[config.mk]
export PLATFORM = sky130hd
export DESIGN_NAME = ir_prefetch_queue
export DESIGN_NICKNAME = d
export VERILOG_FILES = /design/src/rtl/gumnut_ir_pkg.sv /design/src/rtl/ir_fifo.sv /design/src/rtl/ir_prefetch_queue.sv
export SDC_FILE = /design/constraint.sdc
export NUM_CORES = 1
export LEC_CHECK = 0
export BUFFER_PORTS_ARGS = -buffer_cell sky130_fd_sc_hd__buf_2
export CORE_MARGIN = 2
export CORE_UTILIZATION = 40
export DETAILED_ROUTE_END_ITERATION = 12
export HOLD_SLACK_MARGIN = 0.1
export PLACE_DENSITY_LB_ADDON = 0.3
export RECOVER_POWER = 25
export SLEW_MARGIN = 5
export SYNTH_ARGS = -nofsm -noshare
export SYNTH_HDL_FRONTEND = slang
export SYNTH_SLANG_ARGS = --single-unit
[constraint.sdc]
create_clock -name clk_i -period 4.74 [get_ports clk_i]
set_clock_uncertainty 0.1 [all_clocks]
set_input_delay 0.948 -clock clk_i [delete_from_list [all_inputs] [get_ports clk_i]]
set_output_delay 0.948 -clock clk_i [all_outputs]
set_load 0.02 [all_outputs]
[src/rtl/gumnut_ir_pkg.sv]
// Gumnut instruction field positions, the decoded-field record and the shared decoder
// used by ir_prefetch_queue.
package gumnut_ir_pkg;

    localparam int GUMNUT_W   = 18;
    localparam int OP_HI      = 17;
    localparam int OP_LO      = 14;
    localparam int FN_HI      = 16;
    localparam int FN_LO      = 14;
    localparam int FN_ALT_HI  = 2;
    localparam int FN_ALT_LO  = 0;
    localparam int RD_HI      = 13;
    localparam int RD_LO      = 11;
    localparam int RS_HI      = 10;
    localparam int RS_LO      = 8;
    localparam int RS2_HI     = 7;
    localparam int RS2_LO     = 5;
    localparam int IMM_HI     = 7;
    localparam int IMM_LO     = 0;
    localparam int ADDR_HI    = 11;
    localparam int ADDR_LO    = 0;

    typedef struct packed {
        logic [6:0]  op;
        logic [2:0]  func;
        logic [2:0]  rs;
        logic [2:0]  rs2;
        logic [2:0]  rd;
        logic [2:0]  count;
        logic [7:0]  immed;
        logic [7:0]  offset;
        logic [7:0]  disp;
        logic [11:0] addr;
    } ir_fields_t;

    // ALU-register forms (bit 17 set) carry func in the low bits instead of next to the opcode.
    function automatic ir_fields_t decode_inst(input logic valid, input logic [GUMNUT_W-1:0] inst);
        ir_fields_t f;
        f = '0;
        if (valid) begin
            f.op     = {3'b000, inst[OP_HI:OP_LO]};
            f.func   = inst[OP_HI] ? inst[FN_ALT_HI:FN_ALT_LO] : inst[FN_HI:FN_LO];
            f.rs     = inst[RS_HI:RS_LO];
            f.rs2    = inst[RS2_HI:RS2_LO];
            f.rd     = inst[RD_HI:RD_LO];
            f.count  = inst[RS2_HI:RS2_LO];
            f.immed  = inst[IMM_HI:IMM_LO];
            f.offset = inst[IMM_HI:IMM_LO];
            f.disp   = inst[IMM_HI:IMM_LO];
            f.addr   = inst[ADDR_HI:ADDR_LO];
        end
        return f;
    endfunction

endpackage

[src/rtl/ir_fifo.sv]
// Circular instruction buffer for ir_prefetch_queue: DEPTH words, head always visible,
// synchronous clear for pipeline flush.
module ir_fifo #(
    parameter int WIDTH = 18,
    parameter int DEPTH = 2
) (
    input  logic                     clk_i,
    input  logic                     rst_i,
    input  logic                     clear,
    input  logic                     push,
    input  logic                     pop,
    input  logic [WIDTH-1:0]         wdata,
    output logic [WIDTH-1:0]         head,
    output logic [$clog2(DEPTH):0]   count
);

    localparam int PTR_W = $clog2(DEPTH);

    logic [WIDTH-1:0] mem [DEPTH];
    logic [PTR_W-1:0] rd_ptr;
    logic [PTR_W-1:0] wr_ptr;

    always_ff @(posedge clk_i) begin
        if (push) begin
            mem[wr_ptr] <= wdata;
        end
    end

    // DEPTH is a power of two, so pointer wrap is plain binary overflow.
    always_ff @(posedge clk_i) begin
        if (rst_i || clear) begin
            rd_ptr <= '0;
            wr_ptr <= '0;
            count  <= '0;
        end else begin
            if (push) begin
                wr_ptr <= wr_ptr + 1'b1;
            end
            if (pop) begin
                rd_ptr <= rd_ptr + 1'b1;
            end
            case ({push, pop})
                2'b10:   count <= count + 1'b1;
                2'b01:   count <= count - 1'b1;
                default: count <= count;
            endcase
        end
    end

    assign head = mem[rd_ptr];

endmodule

[src/rtl/ir_prefetch_queue.sv]
// Prefetching Gumnut instruction register: PC, single outstanding fetch, DEPTH-entry queue,
// flush with stale-fetch drop, combinational head decode. Optional macro: IR_BYPASS_EN.
module ir_prefetch_queue
    import gumnut_ir_pkg::*;
#(
    parameter int INST_W = 18,
    parameter int ADDR_W = 12,
    parameter int DEPTH  = 2
) (
    input  logic                       clk_i,
    input  logic                       rst_i,
    output logic [ADDR_W-1:0]          inst_adr_o,
    output logic                       inst_req_o,
    input  logic                       ack_i,
    input  logic [INST_W-1:0]          inst_i,
    output logic                       valid_o,
    input  logic                       take_i,
    input  logic                       flush_i,
    input  logic [ADDR_W-1:0]          flush_addr_i,
    output logic [6:0]                 op_o,
    output logic [2:0]                 func_o,
    output logic [2:0]                 rs_o,
    output logic [2:0]                 rs2_o,
    output logic [2:0]                 rd_o,
    output logic [2:0]                 count_o,
    output logic [7:0]                 immed_o,
    output logic [7:0]                 offset_o,
    output logic [7:0]                 disp_o,
    output logic [11:0]                addr_o,
    output logic [$clog2(DEPTH):0]     level_o
);

    localparam int LVL_W = $clog2(DEPTH) + 1;
    localparam logic [LVL_W-1:0] FULL_LVL = LVL_W'(DEPTH);

    logic [ADDR_W-1:0] pc;
    logic              drop;
    logic [LVL_W-1:0]  count;
    logic [INST_W-1:0] fifo_head;
    logic [INST_W-1:0] head;
    logic              empty;
    logic              accept;
    logic              push;
    logic              fifo_push;
    logic              fifo_pop;
    ir_fields_t        fields;

    assign empty      = (count == '0);
    assign inst_req_o = !rst_i && ((count < FULL_LVL) || drop);
    assign accept     = ack_i && inst_req_o;
    assign push       = accept && !drop && !flush_i;
    assign fifo_pop   = take_i && !empty && !flush_i;

`ifdef IR_BYPASS_EN
    logic bypass;
    // An empty queue forwards the arriving word directly; if it is taken at once it never lands.
    assign bypass    = empty && push;
    assign valid_o   = !empty || bypass;
    assign head      = empty ? inst_i : fifo_head;
    assign fifo_push = push && !(bypass && take_i);
`else
    assign valid_o   = !empty;
    assign head      = fifo_head;
    assign fifo_push = push;
`endif

    ir_fifo #(
        .WIDTH (INST_W),
        .DEPTH (DEPTH)
    ) u_fifo (
        .clk_i (clk_i),
        .rst_i (rst_i),
        .clear (flush_i),
        .push  (fifo_push),
        .pop   (fifo_pop),
        .wdata (inst_i),
        .head  (fifo_head),
        .count (count)
    );

    // drop marks that the fetch in flight at a flush belongs to the old stream.
    always_ff @(posedge clk_i) begin
        if (rst_i) begin
            pc   <= '0;
            drop <= 1'b0;
        end else if (flush_i) begin
            pc   <= flush_addr_i;
            drop <= drop || (inst_req_o && !ack_i);
        end else begin
            if (push) begin
                pc <= pc + 1'b1;
            end
            if (drop && accept) begin
                drop <= 1'b0;
            end
        end
    end

    assign inst_adr_o = pc;
    assign level_o    = count;

    assign fields   = decode_inst(valid_o, head[GUMNUT_W-1:0]);
    assign op_o     = fields.op;
    assign func_o   = fields.func;
    assign rs_o     = fields.rs;
    assign rs2_o    = fields.rs2;
    assign rd_o     = fields.rd;
    assign count_o  = fields.count;
    assign immed_o  = fields.immed;
    assign offset_o = fields.offset;
    assign disp_o   = fields.disp;
    assign addr_o   = fields.addr;

endmodule

==> impl_metrics.py, run 1 <==
metrics = {
    "synthesis": {
        "syn_area_um2": 2750,
        "postSynthCellCount": 243,
        "synth.distinct_cells": 35,
        "ys_warn_count": 0,
        "syn_avg_cell_area_um2": 11.3,
        "synth_edf_count": 36,
        "synth_ff_type": "edfxtp_1",
        "synth_seq_area_share_pct": 52.4,
        "ys_seq_elements": 54,
        "async_flop_share_pct": 0,
    },
    "worst_setup_path": {
        "critPathKind": "input port to register",
        "r2r_slack_ps": 2110,
        "path_depth": 4,
        "crit_end": "u_fifo.mem[0][3]",
        "crit_path_end_kind": "register",
        "slowest_delay_ps": 770,
        "worstPathRequired_ps": 4570,
        "cp_num_buf_inv": 1,
        "reg2reg_from": "u_fifo.count[1]",
        "critPathLaunchType": "input port",
        "startpoint": "ack_i",
        "path_max_fanout": 18,
        "reg2reg_depth": 3,
        "cp_slowest_cell": "nor2_2",
        "crit_chain": "buf_2 > nor3b_1 > nand2_1 > nor2_2",
        "crit_family": "simple AND/OR/NAND/NOR gates",
        "r2r-end": "u_fifo.mem[0][3]",
        "cp.arrival_ps": 2810,
    },
    "layout": {
        "final_area_um2": 3120,
        "fillers": 672,
        "area_growth_pct": 13.6,
        "drive_gt1_share_pct": 34.7,
        "layout_commonest_cell": "buf_2",
        "nNetsFinal": 347,
        "antennaDiodeCount": 0,
        "final_core_util_pct": 46.5,
        "layout_common_cells": "buf_2 (92), edfxtp_1 (36), nor2_1 (31)",
    },
    "sta": {
        "worst_slew_pin_slew_ps": 945,
        "whs_ps": 441,
        "setup_tns_ps": 0,
        "drv_slew": 0,
        "slew_headroom_pct": 37.0,
        "finalCritPeriodShare_pct": 62.8,
        "rsz0062_at_grt": "false",
        "setup_viol": 0,
        "fmax_mhz": 336,
        "min_period_ps": 2980,
        "final-hold-violation-count": 0,
    },
    "clocking": {
        "cts.sinks": 54,
        "hold_buffers": 0,
        "htree_levels": 2,
        "cts.repair.resized": 0,
        "root_buffer": "clkbuf_8",
        "path_clk_slew_ps": 100,
        "cts_max_path_buffers": 2,
        "numCtsBuffers": 5,
        "cts_tree": "done",
        "post-cts-setup-buffers": 0,
        "clkLatencyLatePin_ps": 300,
    },
    "pwr": {
        "leakage_uw": 0.00127,
        "ir_worst_vdd_uv": 101,
        "total_power_uw": 894,
        "powerDensity_nw_per_um2": 286,
    },
    "placed_design": {
        "placed_area_um2": 3040,
        "hpwl_um": 3740,
        "place_congestion": 0.806,
        "io_buffers": 105,
    },
    "detailed_routing": {
        "wl_per_cell_um": 13.4,
        "first_iter_violations": 65,
        "firstDrtPassIters": 4,
        "route.antenna.remaining_nets": 0,
        "wl_um": 5240,
        "routed_via_density": 5.08,
        "drc": 0,
        "vias": 1985,
    },
    "job": {
        "maxCapViolCount": 0,
    },
    "grt": {
        "grt_pass1_wl_um": 8400,
        "antenna_found_initial": 0,
        "grt_pass1_vias": 1777,
        "grt-ovfl-total": 0,
        "gr-usage-all-layers_pct": 14.2,
        "grt_max_degree": 25,
    },
    "floorplanning": {
        "die_area_um2": 7550,
        "io_pins": 109,
        "core_area_um2": 6720,
        "dieHeight_um": 86.9,
        "initial_utilization_pct": 40.9,
        "die_x_um": 86.9,
        "fp-row-count": 30,
    },
    "outcome": {
        "status": "completed",
    },
    "hold_path": {
        "hp-class": "register to register",
    },
}
==> worst min path at each step <==
stage                        from       endpoint  slack (ps)  cells after the start
floorplan           u_fifo.rd_ptr       register         420                      2
global placement    inst_adr_o[8]  inst_adr_o[8]         420                      2
detailed placement  inst_adr_o[8]  inst_adr_o[8]         430                      2
CTS                 inst_adr_o[8]  inst_adr_o[8]         450                      2
global route        inst_adr_o[7]  inst_adr_o[7]         480                      2
finish              inst_adr_o[8]  inst_adr_o[8]         440                      2
==> through the flow <==
step	setup WS (ps)	instances
floorplan	2020	245
global placement	1820	383
detailed placement	1740	383
CTS	2070	391
global route	1540	391
finish	1760	391
==> cell type report <==
cell class | instances | area, um^2 | share of cell area (%)
Multi-Input combinational cell | 138 | 942 | 30.2
Timing Repair Buffer | 107 | 524 | 16.8
Tap cell | 80 | 100 | 3.21
Clock buffer | 6 | 82.6 | 2.65
Clock inverter | 2 | 16.3 | 0.521
Inverter | 4 | 15.0 | 0.481
Sequential cell | 54 | 1440 | 46.2
==> cells in the mapped netlist (4+ instances only) <==
cell type  count  share of area, %
o21ai_0        8               1.5
inv_1          4              0.55
or3_2          4               1.1
mux2i_1       22               8.0
edfxtp_1      36                39
buf_4         41                11
a211oi_1      11               3.0
nand2_1        6              0.82
nand4_1        4              0.91
dfxtp_1       18                13
nor2b_1        6               1.4
clkbuf_1       4              0.55
nor3_1         4              0.73
a311oi_1       6               1.9
nor2_1        32               4.4
or4_1          5               1.4
==> cells by family (layout without fill, tap and decap cells) <==
group,Yosys count,in the layout,synth area share (%)
AOI/OAI and AO/OA,35,35,9.10
other,1,3,0.136
adders and majority gates,3,3,1.27
buffers and inverters,53,119,13.5
xor gates and xnor gates,5,5,1.59
muxes,22,22,8.01
and+or+nand+nor,70,70,14.0
DFF,54,54,52.4
==> worst reg2reg max path, stage by stage (launching register included) <==
cell,delay (ps)
dfxtp_1,400
nor3b_1,790
nand2_1,200
nor2_2,780
==> metal layers <==
metal  track usage, %  part of all wire, %  vias up
met4             4.69                 0.97        0
li1                 -                    -      980
met5                0                    0        -
met3             3.13                  6.8        5
met2             24.5                   49       85
met1             17.7                   44      915
==> state kept, by name, indices dropped and copies added, names as in the netlist, named ones only <==
| name | cells |
|---|---|
| drop | 1 |
| u_fifo.wr_ptr | 1 |
| u_fifo.rd_ptr | 1 |
| u_fifo.count | 2 |
| inst_adr_o | 12 |
| u_fifo.mem | 36 |
==> power by group <==
part           total (uW)  leakage (uW)  switching (uW)  internal, uW
Combinational        95.4      0.000750            59.7          35.7
Sequential            530      0.000475            14.2           516
Clock                 268     0.0000478             148           120
Total                 894       0.00127             222           672
No activity file was read; power rests on OpenSTA's default activity.
==> run 2: changes to the inputs <==
==> constraint.sdc (replaced) <==
create_clock -name clk_i -period 2.4 [get_ports clk_i]
set_clock_uncertainty 0.1 [all_clocks]
set_input_delay 0.48 -clock clk_i [delete_from_list [all_inputs] [get_ports clk_i]]
set_output_delay 0.48 -clock clk_i [all_outputs]
set_load 0.02 [all_outputs]
==> impl_metrics.py, run 2 (synthesis gave the netlist of run 1 again) <==
metrics = {
    "outcome": {
        "status": "completed",
    },
    "floorplanning": {
        "initial_utilization_pct": 40.9,
        "io_pins": 109,
        "core_area_um2": 6720,
        "fp-row-count": 30,
        "die_x_um": 86.9,
        "die_area_um2": 7550,
        "dieHeight_um": 86.9,
    },
    "placed_design": {
        "placed_area_um2": 3070,
        "io_buffers": 105,
        "dp.cells": 386,
        "hpwl_um": 3780,
        "place_congestion": 0.777,
        "pre_cts_ws_ps": 256,
    },
    "layout": {
        "largest_register_ffs": 36,
        "drive_gt1_share_pct": 36.0,
        "final_area_um2": 3130,
        "layout_commonest_cell": "buf_2",
        "area_growth_pct": 14.0,
        "layout_common_cells": "buf_2 (95), edfxtp_1 (36), nor2_1 (31)",
        "antennaDiodeCount": 0,
        "fin_cells": 394,
        "nNetsFinal": 350,
        "regMostFlops": "u_fifo.mem",
    },
    "hold_path": {
        "hp-class": "input port to register",
    },
    "worst_setup_path": {
        "critPathLaunchType": "register",
        "slowest_delay_ps": 480,
        "cp.arrival_ps": 1540,
        "crit_path_end_kind": "primary output",
        "crit_family": "flip-flops",
        "cp_num_buf_inv": 2,
        "path_common_cell": "nor2_1",
        "crit_chain": "nor2_1 > buf_4 > nor2_1 > buf_2",
        "critPathKind": "register to primary output",
        "worstPathRequired_ps": 1820,
        "cp_slowest_cell": "dfxtp_1",
        "path_max_fanout": 22,
    },
    "grt": {
        "grt_pass1_vias": 1782,
        "grt-ovfl-total": 0,
        "grt_pass1_wl_um": 8450,
        "grt_max_degree": 25,
        "gr-usage-all-layers_pct": 14.2,
        "antenna_found_initial": 0,
    },
    "sta": {
        "fin_ws_ps": 282,
        "worst_slew_pin_slew_ps": 610,
        "setup_viol": 0,
        "min_period_ps": 2120,
        "fmax_mhz": 472,
        "final-hold-violation-count": 0,
        "setup_tns_ps": 0,
        "finalCritPeriodShare_pct": 88.3,
        "drv_slew": 0,
        "slew_headroom_pct": 59.3,
        "rsz0062_at_grt": "false",
    },
    "detailed_routing": {
        "route.antenna.remaining_nets": 0,
        "wl_um": 5260,
        "wl_per_cell_um": 13.4,
        "first_iter_violations": 72,
        "routed_via_density": 4.99,
        "vias": 1968,
        "firstDrtPassIters": 4,
        "drc": 0,
    },
    "job": {
        "maxCapViolCount": 0,
    },
    "clocking": {
        "cts.repair.resized": 0,
        "cts_max_path_buffers": 2,
        "root_buffer": "clkbuf_8",
        "clkLatencyLatePin_ps": 300,
        "htree_levels": 2,
        "post-cts-setup-buffers": 0,
        "hold_buffers": 0,
        "cts_tree": "done",
        "numCtsBuffers": 5,
        "path_clk_slew_ps": 90,
        "cts.sinks": 54,
    },
    "pwr": {
        "ir_worst_vdd_uv": 202,
        "powerDensity_nw_per_um2": 545,
        "leakage_uw": 0.00129,
    },
}
-- run 2: cell types whose count changed in the layout (fill, tap and decap cells not counted), sizes merged --
cell / previous run / this run
buf: 94 / 100
clkinv: 0 / 2
inv: 5 / 4
clkbuf: 19 / 15
-- run 2: report_power, final --
part | switching (uW) | internal, uW | total, uW
Sequential | 27.5 | 1020 | 1050
Combinational | 117 | 73.6 | 191
Clock | 272 | 200 | 472
Total | 417 | 1290 | 1710
-- run 2: layout make-up --
type	count	area, um^2
Clock buffer	5	68.8
Clock inverter	3	16.3
Fill cell	652	3580
Inverter	4	15.0
Multi-Input combinational cell	138	942
Sequential cell	54	1440
Tap cell	80	100
Timing Repair Buffer	110	551
-- run 2: path summary, 6_finish.rpt --
kind	from	endpoint	slack, ps	depth (start not counted)
hold / removal	inst_i[12]	u_fifo.mem[1][12]	270	1
hold reg to reg	inst_adr_o[8]	inst_adr_o[8]	430	2
setup / recovery	u_fifo.count[1]	offset_o[5]	280	4
setup reg to reg	u_fifo.count[1]	u_fifo.count[1]	420	5
-- run 2: metal layers --
layer	GRT usage [%]	vias up	part of all wire, %	wire length [um]
met3	3.32	2	6.6	347
li1	-	988	-	-
met1	17.8	894	44	2300
met4	3.84	0	0.46	24
met5	0	-	0	0
met2	24.6	84	49	2590
-- run 2: through the flow --
| stage | util, % | hold WS (ps) | total power, uW |
|---|---|---|---|
| 4_1_cts | 46.9 | 255 | 1740 |
| 3_5_place_dp | 45.6 | 413 | 1260 |
| 6_report | 46.6 | 267 | 1710 |
| 5_1_grt | 46.6 | 250 | 1810 |
| 3_3_place_gp | 45.6 | 409 | 1260 |
| 2_1_floorplan | - | 420 | 1200 |
==> run 3: changes to the inputs <==
--- a/config.mk
+++ b/config.mk
@@ -7,7 +7,7 @@
 export LEC_CHECK = 0
 export BUFFER_PORTS_ARGS = -buffer_cell sky130_fd_sc_hd__buf_2
 export CORE_MARGIN = 2
-export CORE_UTILIZATION = 40
+export CORE_UTILIZATION = 44
 export DETAILED_ROUTE_END_ITERATION = 12
 export HOLD_SLACK_MARGIN = 0.1
 export PLACE_DENSITY_LB_ADDON = 0.3
==> impl_metrics.py, run 3 (synthesis gave the netlist of run 1 again) <==
metrics = {
    "outcome": {
        "status": "completed",
    },
    "sta": {
        "slew_headroom_pct": 60.5,
        "drv_slew": 0,
        "final-hold-violation-count": 0,
        "worst_slew_pin_slew_ps": 592,
        "finalCritPeriodShare_pct": 90.8,
        "rsz0062_at_grt": "false",
        "min_period_ps": 2180,
        "fmax_mhz": 459,
        "setup_viol": 0,
        "setup_tns_ps": 0,
    },
    "clocking": {
        "numCtsBuffers": 5,
        "cts_max_path_buffers": 2,
        "clkLatencyLatePin_ps": 300,
        "path_clk_slew_ps": 100,
        "hold_buffers": 0,
        "root_buffer": "clkbuf_8",
        "htree_levels": 2,
        "post-cts-setup-buffers": 0,
        "cts.repair.resized": 0,
        "cts.sinks": 54,
        "cts_tree": "done",
    },
    "layout": {
        "largest_register_ffs": 36,
        "area_growth_pct": 16.2,
        "fillers": 554,
        "layout_commonest_cell": "buf_2",
        "antennaDiodeCount": 0,
        "layout_common_cells": "buf_2 (96), edfxtp_1 (36), nor2_1 (31)",
        "multi_input_area_um2": 942,
        "seqCellArea_um2": 1440,
        "regMostFlops": "u_fifo.mem",
        "drive_gt1_share_pct": 36.6,
        "nNetsFinal": 353,
    },
    "placed_design": {
        "hpwl_um": 3900,
        "io_buffers": 105,
        "place_congestion": 0.771,
    },
    "detailed_routing": {
        "routed_via_density": 5.08,
        "firstDrtPassIters": 4,
        "drc": 0,
        "wl_per_cell_um": 13.6,
        "wl_um": 5330,
        "vias": 1993,
        "first_iter_violations": 61,
        "route.antenna.remaining_nets": 0,
    },
    "worst_setup_path": {
        "r2r_slack_ps": 400,
        "cp_num_buf_inv": 2,
        "crit_family": "flip-flops",
        "cp.arrival_ps": 1600,
        "reg2reg_depth": 5,
        "reg2reg_from": "u_fifo.count[1]",
        "critPathLaunchType": "register",
        "r2r-end": "u_fifo.count[1]",
        "crit_path_end_kind": "primary output",
        "cp_slowest_cell": "dfxtp_1",
        "path_depth": 4,
        "worstPathRequired_ps": 1820,
        "crit_chain": "buf_4 > mux2i_1 > nor2_1 > buf_2",
        "crit_end": "rs2_o[1]",
        "critPathKind": "register to primary output",
        "path_max_fanout": 11,
        "slowest_delay_ps": 500,
    },
    "floorplanning": {
        "fp-row-count": 28,
        "dieHeight_um": 83.0,
        "io_pins": 109,
        "die_x_um": 83.0,
        "initial_utilization_pct": 45.9,
        "core_area_um2": 5990,
        "die_area_um2": 6900,
    },
    "grt": {
        "met3_usage_pct": 3.98,
        "use_met2_pct": 28.2,
        "grt_max_degree": 23,
        "grt_pass1_vias": 1895,
        "grt.busiest_layer": "met2",
        "grt-ovfl-total": 0,
        "gr-usage-all-layers_pct": 15.5,
        "antenna_found_initial": 1,
        "grt_util_met1_pct": 17.9,
        "grt_pass1_wl_um": 8850,
    },
    "pwr": {
        "ir_worst_vdd_uv": 261,
        "total_power_uw": 1930,
        "leakage_uw": 0.00133,
        "powerDensity_nw_per_um2": 604,
    },
    "hold_path": {
        "hp-class": "input port to register",
    },
    "job": {
        "maxCapViolCount": 0,
    },
}
-- run 3: where the power goes --
group	switching (uW)	internal, uW
clock network	277	412
logic	117	75.5
registers	27.8	1020
-- run 3: routing by layer --
metal	part of all wire, %	vias to the layer above
met3	5.6	4
met1	43	926
met5	0.21	-
li1	-	994
met4	0.43	2
met2	51	67
-- run 3: how the worst min path moves through the flow --
stage	start	end	slack, ps	cells after the start
2_1_floorplan	u_fifo.rd_ptr	register	420	2
3_3_place_gp	inst_adr_o[8]	inst_adr_o[8]	410	2
3_5_place_dp	inst_adr_o[8]	inst_adr_o[8]	430	2
4_1_cts	inst_i[12]	u_fifo.mem[0][12]	250	1
5_1_grt	inst_i[12]	u_fifo.mem[0][12]	240	1
6_report	inst_i[12]	u_fifo.mem[0][12]	260	1
-- run 3: layout make-up --
type	instances	area share [%]
inverters	4	0.470
clock buffers	5	2.15
multi-input cells	138	29.5
well taps	75	2.94
flip-flops and latches	54	45.1
repair buffers	113	17.9
clock inverters	3	2.00
-- run 3: through the flow --
step	std cells	cell area [um^2]	hold slack (ps)	util [%]	setup WS, ps
global route	392	3200	243	53.3	83.1
CTS	392	3220	254	53.7	185
floorplan	245	2760	420	-	148
finish	392	3200	263	53.3	220
global placement	384	3080	411	51.5	416
detailed placement	384	3080	425	51.5	340
